===== config.mk =====
export PLATFORM = sky130hd
export DESIGN_NAME = stopwatch_ctrl_flat
export DESIGN_NICKNAME = d
export VERILOG_FILES = /design/src/rtl/stopwatch_ctrl_if.sv /design/src/rtl/stopwatch_ctrl.sv /design/src/flat_wrapper.sv
export SDC_FILE = /design/constraint.sdc
export NUM_CORES = 1
export LEC_CHECK = 0
export CORE_UTILIZATION = 35
export CTS_CLUSTER_DIAMETER = 200
export DETAILED_ROUTE_END_ITERATION = 10
export PLACE_DENSITY = 0.53
export RECOVER_POWER = 100
export SYNTH_ARGS = -nofsm -noshare
export SYNTH_HDL_FRONTEND = slang
export SYNTH_SLANG_ARGS = --single-unit
export TNS_END_PERCENT = 1

===== constraint.sdc =====
create_clock -name CLOCK_50 -period 2.18 [get_ports CLOCK_50]
set_clock_uncertainty 0.1 [all_clocks]
set_input_delay 0.654 -clock CLOCK_50 [delete_from_list [all_inputs] [get_ports CLOCK_50]]
set_output_delay 0.654 -clock CLOCK_50 [all_outputs]
set_load 0.05 [all_outputs]

===== src/rtl/stopwatch_ctrl_if.sv =====
// Signal bundle between the stopwatch core and the board top level:
// raw active-low keys in, MM:SS BCD digits and status out.
interface stopwatch_ctrl_if;
  logic       key_start_n;
  logic       key_reset_n;
  logic [3:0] sec_ones;
  logic [3:0] sec_tens;
  logic [3:0] min_ones;
  logic [3:0] min_tens;
  logic       running;
  logic [1:0] state;
  logic       tick;
  logic       wrap;

  modport master (
    output key_start_n, key_reset_n,
    input  sec_ones, sec_tens, min_ones, min_tens, running, state, tick, wrap
  );

  modport slave (
    input  key_start_n, key_reset_n,
    output sec_ones, sec_tens, min_ones, min_tens, running, state, tick, wrap
  );
endinterface


===== src/rtl/stopwatch_ctrl.sv =====
// Stopwatch core: key synchronise/debounce, IDLE/RUN/PAUSED control,
// 1 Hz prescaler and MM:SS BCD counter with registered outputs.
module stopwatch_ctrl #(
  parameter int CLK_HZ          = 50000000,
  parameter int TICK_HZ         = 1,
  parameter int DEBOUNCE_CYCLES = 1000000
) (
  input  logic             CLOCK_50,
  input  logic             RESET_N,
  stopwatch_ctrl_if.slave  io_sw
);

  localparam int DIV = CLK_HZ / TICK_HZ;
  localparam int PW  = (DIV > 2) ? $clog2(DIV) : 1;
  localparam int DW  = (DEBOUNCE_CYCLES > 2) ? $clog2(DEBOUNCE_CYCLES) : 1;

  localparam logic [PW-1:0] PRE_LAST = PW'(DIV - 1);
  localparam logic [PW-1:0] PRE_ONE  = PW'(1);
  localparam logic [DW-1:0] DB_LAST  = DW'(DEBOUNCE_CYCLES - 1);
  localparam logic [DW-1:0] DB_ONE   = DW'(1);

  if (DIV < 2) begin : g_divCheck
    $error("stopwatch_ctrl: CLK_HZ/TICK_HZ must be at least 2");
  end
  if (DEBOUNCE_CYCLES < 2) begin : g_dbCheck
    $error("stopwatch_ctrl: DEBOUNCE_CYCLES must be at least 2");
  end

  typedef enum logic [1:0] {
    S_IDLE   = 2'b00,
    S_RUN    = 2'b01,
    S_PAUSED = 2'b10
  } state_t;

  // Bit 0 is Start/Pause, bit 1 is Reset.
  logic [1:0]    w_keyRaw;
  logic [1:0]    r_sync1;
  logic [1:0]    r_sync2;
  logic [1:0]    r_deb;
  logic [1:0]    r_debLast;
  logic [1:0]    r_press;
  logic [DW-1:0] r_dbCnt [2];
  logic          w_startPress;
  logic          w_resetPress;

  state_t        r_state;
  logic          r_running;
  logic [PW-1:0] r_presc;
  logic          r_tick;
  logic          r_wrap;
  logic [3:0]    r_secOnes;
  logic [3:0]    r_secTens;
  logic [3:0]    r_minOnes;
  logic [3:0]    r_minTens;

  assign w_keyRaw     = {io_sw.key_reset_n, io_sw.key_start_n};
  assign w_startPress = r_press[0];
  assign w_resetPress = r_press[1];

  // Press pulse is taken from a delayed copy of the debounced level so the
  // key-to-action latency is a fixed DEBOUNCE_CYCLES+3 edges.
  always_ff @(posedge CLOCK_50 or negedge RESET_N) begin
    if (!RESET_N) begin
      r_sync1   <= 2'b11;
      r_sync2   <= 2'b11;
      r_deb     <= 2'b11;
      r_debLast <= 2'b11;
      r_press   <= 2'b00;
      for (int i = 0; i < 2; i++) r_dbCnt[i] <= '0;
    end else begin
      r_sync1   <= w_keyRaw;
      r_sync2   <= r_sync1;
      r_debLast <= r_deb;
      r_press   <= r_debLast & ~r_deb;
      for (int i = 0; i < 2; i++) begin
        if (r_sync2[i] == r_deb[i]) begin
          r_dbCnt[i] <= '0;
        end else if (r_dbCnt[i] == DB_LAST) begin
          r_deb[i]   <= r_sync2[i];
          r_dbCnt[i] <= '0;
        end else begin
          r_dbCnt[i] <= r_dbCnt[i] + DB_ONE;
        end
      end
    end
  end

  // The prescaler keeps counting on the RUN->PAUSED edge, so a pause landing
  // on terminal count still advances the digits before freezing.
  always_ff @(posedge CLOCK_50 or negedge RESET_N) begin
    if (!RESET_N) begin
      r_state   <= S_IDLE;
      r_running <= 1'b0;
      r_presc   <= '0;
      r_tick    <= 1'b0;
      r_wrap    <= 1'b0;
      r_secOnes <= 4'd0;
      r_secTens <= 4'd0;
      r_minOnes <= 4'd0;
      r_minTens <= 4'd0;
    end else begin
      r_tick <= 1'b0;
      r_wrap <= 1'b0;
      if (w_resetPress) begin
        r_state   <= S_IDLE;
        r_running <= 1'b0;
        r_presc   <= '0;
        r_secOnes <= 4'd0;
        r_secTens <= 4'd0;
        r_minOnes <= 4'd0;
        r_minTens <= 4'd0;
      end else begin
        case (r_state)
          S_IDLE: begin
            if (w_startPress) begin
              r_state   <= S_RUN;
              r_running <= 1'b1;
              r_presc   <= '0;
            end
          end
          S_RUN: begin
            if (w_startPress) begin
              r_state   <= S_PAUSED;
              r_running <= 1'b0;
            end
            if (r_presc == PRE_LAST) begin
              r_presc <= '0;
              r_tick  <= 1'b1;
              if (r_secOnes != 4'd9) begin
                r_secOnes <= r_secOnes + 4'd1;
              end else begin
                r_secOnes <= 4'd0;
                if (r_secTens != 4'd5) begin
                  r_secTens <= r_secTens + 4'd1;
                end else begin
                  r_secTens <= 4'd0;
                  if (r_minOnes != 4'd9) begin
                    r_minOnes <= r_minOnes + 4'd1;
                  end else begin
                    r_minOnes <= 4'd0;
                    if (r_minTens != 4'd5) begin
                      r_minTens <= r_minTens + 4'd1;
                    end else begin
                      r_minTens <= 4'd0;
                      r_wrap    <= 1'b1;
                    end
                  end
                end
              end
            end else begin
              r_presc <= r_presc + PRE_ONE;
            end
          end
          S_PAUSED: begin
            if (w_startPress) begin
              r_state   <= S_RUN;
              r_running <= 1'b1;
            end
          end
          default: begin
            r_state   <= S_IDLE;
            r_running <= 1'b0;
            r_presc   <= '0;
            r_secOnes <= 4'd0;
            r_secTens <= 4'd0;
            r_minOnes <= 4'd0;
            r_minTens <= 4'd0;
          end
        endcase
      end
    end
  end

  assign io_sw.sec_ones = r_secOnes;
  assign io_sw.sec_tens = r_secTens;
  assign io_sw.min_ones = r_minOnes;
  assign io_sw.min_tens = r_minTens;
  assign io_sw.running  = r_running;
  assign io_sw.state    = r_state;
  assign io_sw.tick     = r_tick;
  assign io_sw.wrap     = r_wrap;

endmodule


===== src/flat_wrapper.sv =====
// flat-port wrapper written by rule: the top's interface ports become plain ports
module stopwatch_ctrl_flat 
#(
  parameter int CLK_HZ          = 50000000,
  parameter int TICK_HZ         = 1,
  parameter int DEBOUNCE_CYCLES = 1000000
)
  (CLOCK_50, RESET_N, io_sw_key_start_n, io_sw_key_reset_n, io_sw_sec_ones, io_sw_sec_tens, io_sw_min_ones, io_sw_min_tens, io_sw_running, io_sw_state, io_sw_tick, io_sw_wrap);
  stopwatch_ctrl_if io_sw_i ();
  input  logic CLOCK_50;
  input  logic RESET_N;
  input wire logic [$bits(io_sw_i.key_start_n)-1:0] io_sw_key_start_n;
  input wire logic [$bits(io_sw_i.key_reset_n)-1:0] io_sw_key_reset_n;
  output wire logic [$bits(io_sw_i.sec_ones)-1:0] io_sw_sec_ones;
  output wire logic [$bits(io_sw_i.sec_tens)-1:0] io_sw_sec_tens;
  output wire logic [$bits(io_sw_i.min_ones)-1:0] io_sw_min_ones;
  output wire logic [$bits(io_sw_i.min_tens)-1:0] io_sw_min_tens;
  output wire logic [$bits(io_sw_i.running)-1:0] io_sw_running;
  output wire logic [$bits(io_sw_i.state)-1:0] io_sw_state;
  output wire logic [$bits(io_sw_i.tick)-1:0] io_sw_tick;
  output wire logic [$bits(io_sw_i.wrap)-1:0] io_sw_wrap;
  assign io_sw_i.key_start_n = io_sw_key_start_n;
  assign io_sw_i.key_reset_n = io_sw_key_reset_n;
  assign io_sw_sec_ones = io_sw_i.sec_ones;
  assign io_sw_sec_tens = io_sw_i.sec_tens;
  assign io_sw_min_ones = io_sw_i.min_ones;
  assign io_sw_min_tens = io_sw_i.min_tens;
  assign io_sw_running = io_sw_i.running;
  assign io_sw_state = io_sw_i.state;
  assign io_sw_tick = io_sw_i.tick;
  assign io_sw_wrap = io_sw_i.wrap;
  stopwatch_ctrl #(.CLK_HZ(CLK_HZ), .TICK_HZ(TICK_HZ), .DEBOUNCE_CYCLES(DEBOUNCE_CYCLES)) u_core (.CLOCK_50(CLOCK_50), .RESET_N(RESET_N), .io_sw(io_sw_i));
endmodule

==> results.tsv <==
metric	value	unit
outcome	complete, but fails checks	
violations_in_the_final_reports	setup timing	
postRouteWirelength	10000	microns
muxShareOfSynthArea	1.12	%
report.final.setup_viol	3	
grt_use_total	15.7	%
io_pins	25	
detailedRoute.firstPassIterationCount	4	
fmax	458	MHz
timing.final.hold_violations	0	
post_synth_most_frequent_cells	dfrtp_1 (89), nor2_1 (75), xor2_1 (42)	
place.gp.congestion	0.803	
num_vias	3685	
main_combinational_cell_family_by_area_after_synthesis	simple AND/OR/NAND/NOR gates	
post-cts-setup-buffers	0	
post-place-cells	697	
ctsRootBufferMaster	clkbuf_16	
timing.hold.worst_endpoint	u_core.r_sync2[1]$_DFF_PN1_	
grt_setup_unrepaired	true	
synth_xor_xnor_area_share	11.1	%
final_layout_size_suffix_gt1_share	16.4	%
worst_path_largest_cell_delay	0.57	ns
worst_setup_path_end_kind	flop	
timing.critical_path.arrival	2.31	ns
globalRoute.totalOverflow	0	
routed_len_inst	14.1	microns
synth_top_cell_by_area	dfrtp_1	
ys_top_cells_by_area	dfrtp_1 (46%), xor2_1 (7.6%), nor2_1 (5.8%)	
share_of_the_synthesized_area_in_compound_gates_ao_oa_aoi_oai	5.74	%
synthArstFlopShare	100	%
cts.sink_count	97	
worst_hold_path_type	reg2reg	
final_cells	713	
hold_path_startpoint	u_core.r_sync1[1]$_DFF_PN1_	
worstSetupPathType	reg2reg	
fin_ws	-0.00504	ns
die_height	119	microns
register_area	2440	sq um
fillerInstances	1343	
ff2ff_setup_slack	-0.005	ns
detail_route.iter0.violations	249	
power_density	605	nW/um^2
antenna_violations_before_repair	0	
nets_finish	547	
core_area	13300	sq um
timing.max_slew.rel_slack	41.8	%
mappedNetlistNets	492	
yosysTopAreaCellShare	46.2	%
synthesized_area_fraction_occupied_by_and_or_nand_nor_cells	27.0	%
clkTransAtPathRegs	0.07	ns
synthDistinctLibCells	53	
tritoncts	yes	
wire_length_of_the_first_global_routing_pass	17700	microns
ant_nets	0	
fin_crit_sh	100	%
clock_latency_at_the_later_pin_of_the_worst_skew_pair	0.35	ns
synth.ff_latch_count	97	
postSynthAreaPerCell	10.1	sq um
die-area	14200	sq um
grt_pass1_vias	3699	
worst_hold_path.num_cells	0	
h-tree-depth	3	
hpwl	6940	microns
adder_cell_fraction_of_synth_area	2.86	%
reg2reg_depth	6	
reg2reg_from	u_core.r_presc[9]$_DFFE_PN0P_	
timing.critical_path.cells	or4b_1, nor4_4, nand4_1, buf_6, o311ai_2, nand2_1	
synthMostInstantiatedCell	dfrtp_1	
synth_enable_flop_cells	0	
ys_dominant_reg_cell	dfrtp_1	
place.port_buffers	24	
fin_crit	2.19	ns
syn-instance-count	477	
worst_max_slew_pin_slew	0.872	ns
synth.yosys.warnings	0	
multiInputGateArea	2350	sq um
static-leakage-power	2.54	nW
reg2reg_capture_point	u_core.io_sw.min_tens[2]$_DFFE_PN0P_	
crit_path_max_fanout	10	
finalMaxSlewViolations	0	
rows	42	
worst_path_max_delay_cell	or4b_1	
synth.cell_area	4820	sq um
routed_via_density	5.17	
cts_max_path_buffers	2	
worstPathRequired	2.31	ns
critPathLaunchType	flop	
layout_area_growth_over_synthesis	18.3	%
initial_standard_cell_utilization_of_the_core	36.1	%
max-vdd-ir-drop	0.504	mV
pin_count_of_the_biggest_net_entering_global_routing	35	
die_w	119	microns
diodes	0	
post-layout-total-power	3.45	mW
ys_seq_area_share	50.6	%
count_of_unresolved_drc_violations_after_routing	0	
number_of_cts_inserted_buffers	9	
timing.max_cap.violations	0	
==> flip-flops by register name, indices dropped and copies added, names as in the netlist, 4 cells and up <==
name	cells
u_core.io_sw.min_ones	4
u_core.io_sw.min_tens	4
u_core.io_sw.sec_ones	4
u_core.io_sw.sec_tens	4
u_core.r_dbCnt	40
u_core.r_presc	26
==> worst max-delay path by stage <==
stage | from | to | slack, ns | depth (start not counted)
2_1_floorplan | u_core.io_sw.sec_tens[0]$_DFFE_PN0P_ | u_core.io_sw.sec_tens[3]$_DFFE_PN0P_ | 0.005 | 6
3_3_place_gp | u_core.r_presc[0]$_DFFE_PN0P_ | u_core.io_sw.min_tens[2]$_DFFE_PN0P_ | -0.04 | 7
3_5_place_dp | u_core.r_presc[0]$_DFFE_PN0P_ | u_core.io_sw.min_tens[2]$_DFFE_PN0P_ | -0.08 | 7
4_1_cts | u_core.r_presc[7]$_DFFE_PN0P_ | u_core.io_sw.min_ones[0]$_DFFE_PN0P_ | -0.02 | 7
5_1_grt | u_core.r_presc[9]$_DFFE_PN0P_ | u_core.io_sw.min_tens[0]$_DFFE_PN0P_ | -0.18 | 6
6_report | u_core.r_presc[9]$_DFFE_PN0P_ | u_core.io_sw.min_tens[2]$_DFFE_PN0P_ | -0.005 | 6
==> cell usage in the layout (no fill, tap or decap), types with 9 or more instances in the layout <==
master	instances
dfrtp_1	88
nor2_1	74
xor2_1	42
nand2_1	34
nand3_1	34
buf_4	25
nand4_1	22
xnor2_1	19
clkbuf_2	19
and3_1	18
ha_1	11
o21ai_0	9
clkbuf_16	9
==> metrics by stage <==
step	area, sq um	util [%]	TNS (ns)	setup WS [ns]	hold slack, ns
4_1_cts	5760	43.1	-0.0394	-0.0158	0.167
3_3_place_gp	5450	40.9	-0.0568	-0.0422	0.248
3_5_place_dp	5450	40.9	-0.459	-0.0758	0.247
5_1_grt	5700	42.7	-3.23	-0.177	0.261
6_report	5700	42.7	-0.00713	-0.00504	0.257
2_1_floorplan	4820	-	0	0.00475	0.245
==> cells by family after synthesis <==
family	after synthesis
flip-flops	97
multiplexers	5
XOR/XNOR	61
adder cells (fa/ha/maj)	11
AO/OA/AOI/OAI	40
buffers and inverters	20
AND/OR/NAND/NOR	243
==> final cells by class <==
cell class                 instances  area share [%]
inverter                           8           0.527
clock buffer                      12            4.50
timing repair buffer              56            6.46
tap                              176            3.86
multi-input combinational        360            41.3
sequential                        97            42.8
clock inverter                     4           0.593
==> critical path: cells and delay by family, from the launching register on <==
| kind | cells | cell delay, ns |
|---|---|---|
| AND/OR/NAND/NOR | 4 | 1.16 |
| flip-flops | 1 | 0.37 |
| buffers and inverters | 1 | 0.19 |
| AO/OA/AOI/OAI | 1 | 0.25 |
==> per-layer routing <==
metal / wire length [microns] / track usage [%] / share of wire [%]
met4: 129 / 4.92 / 1.3
met2: 4760 / 25.5 / 47
met3: 360 / 4.69 / 3.6
met1: 4790 / 20.2 / 48
met5: 0 / 0 / 0
==> report_power, final <==
| group | switching, mW | total, mW | internal [mW] |
|---|---|---|---|
| Sequential | 0.0104 | 1.83 | 1.81 |
| Combinational | 0.0556 | 0.0710 | 0.0154 |
| Clock | 0.702 | 1.55 | 0.847 |
==> timing repair <==
item | CTS | global route
gates resized for setup | 4 | 7
hold buffers | 0 | 0
endpoints found under the setup margin | 12 | 39
pin swaps | 6 | 2
Power figures use the tool's default switching activity.
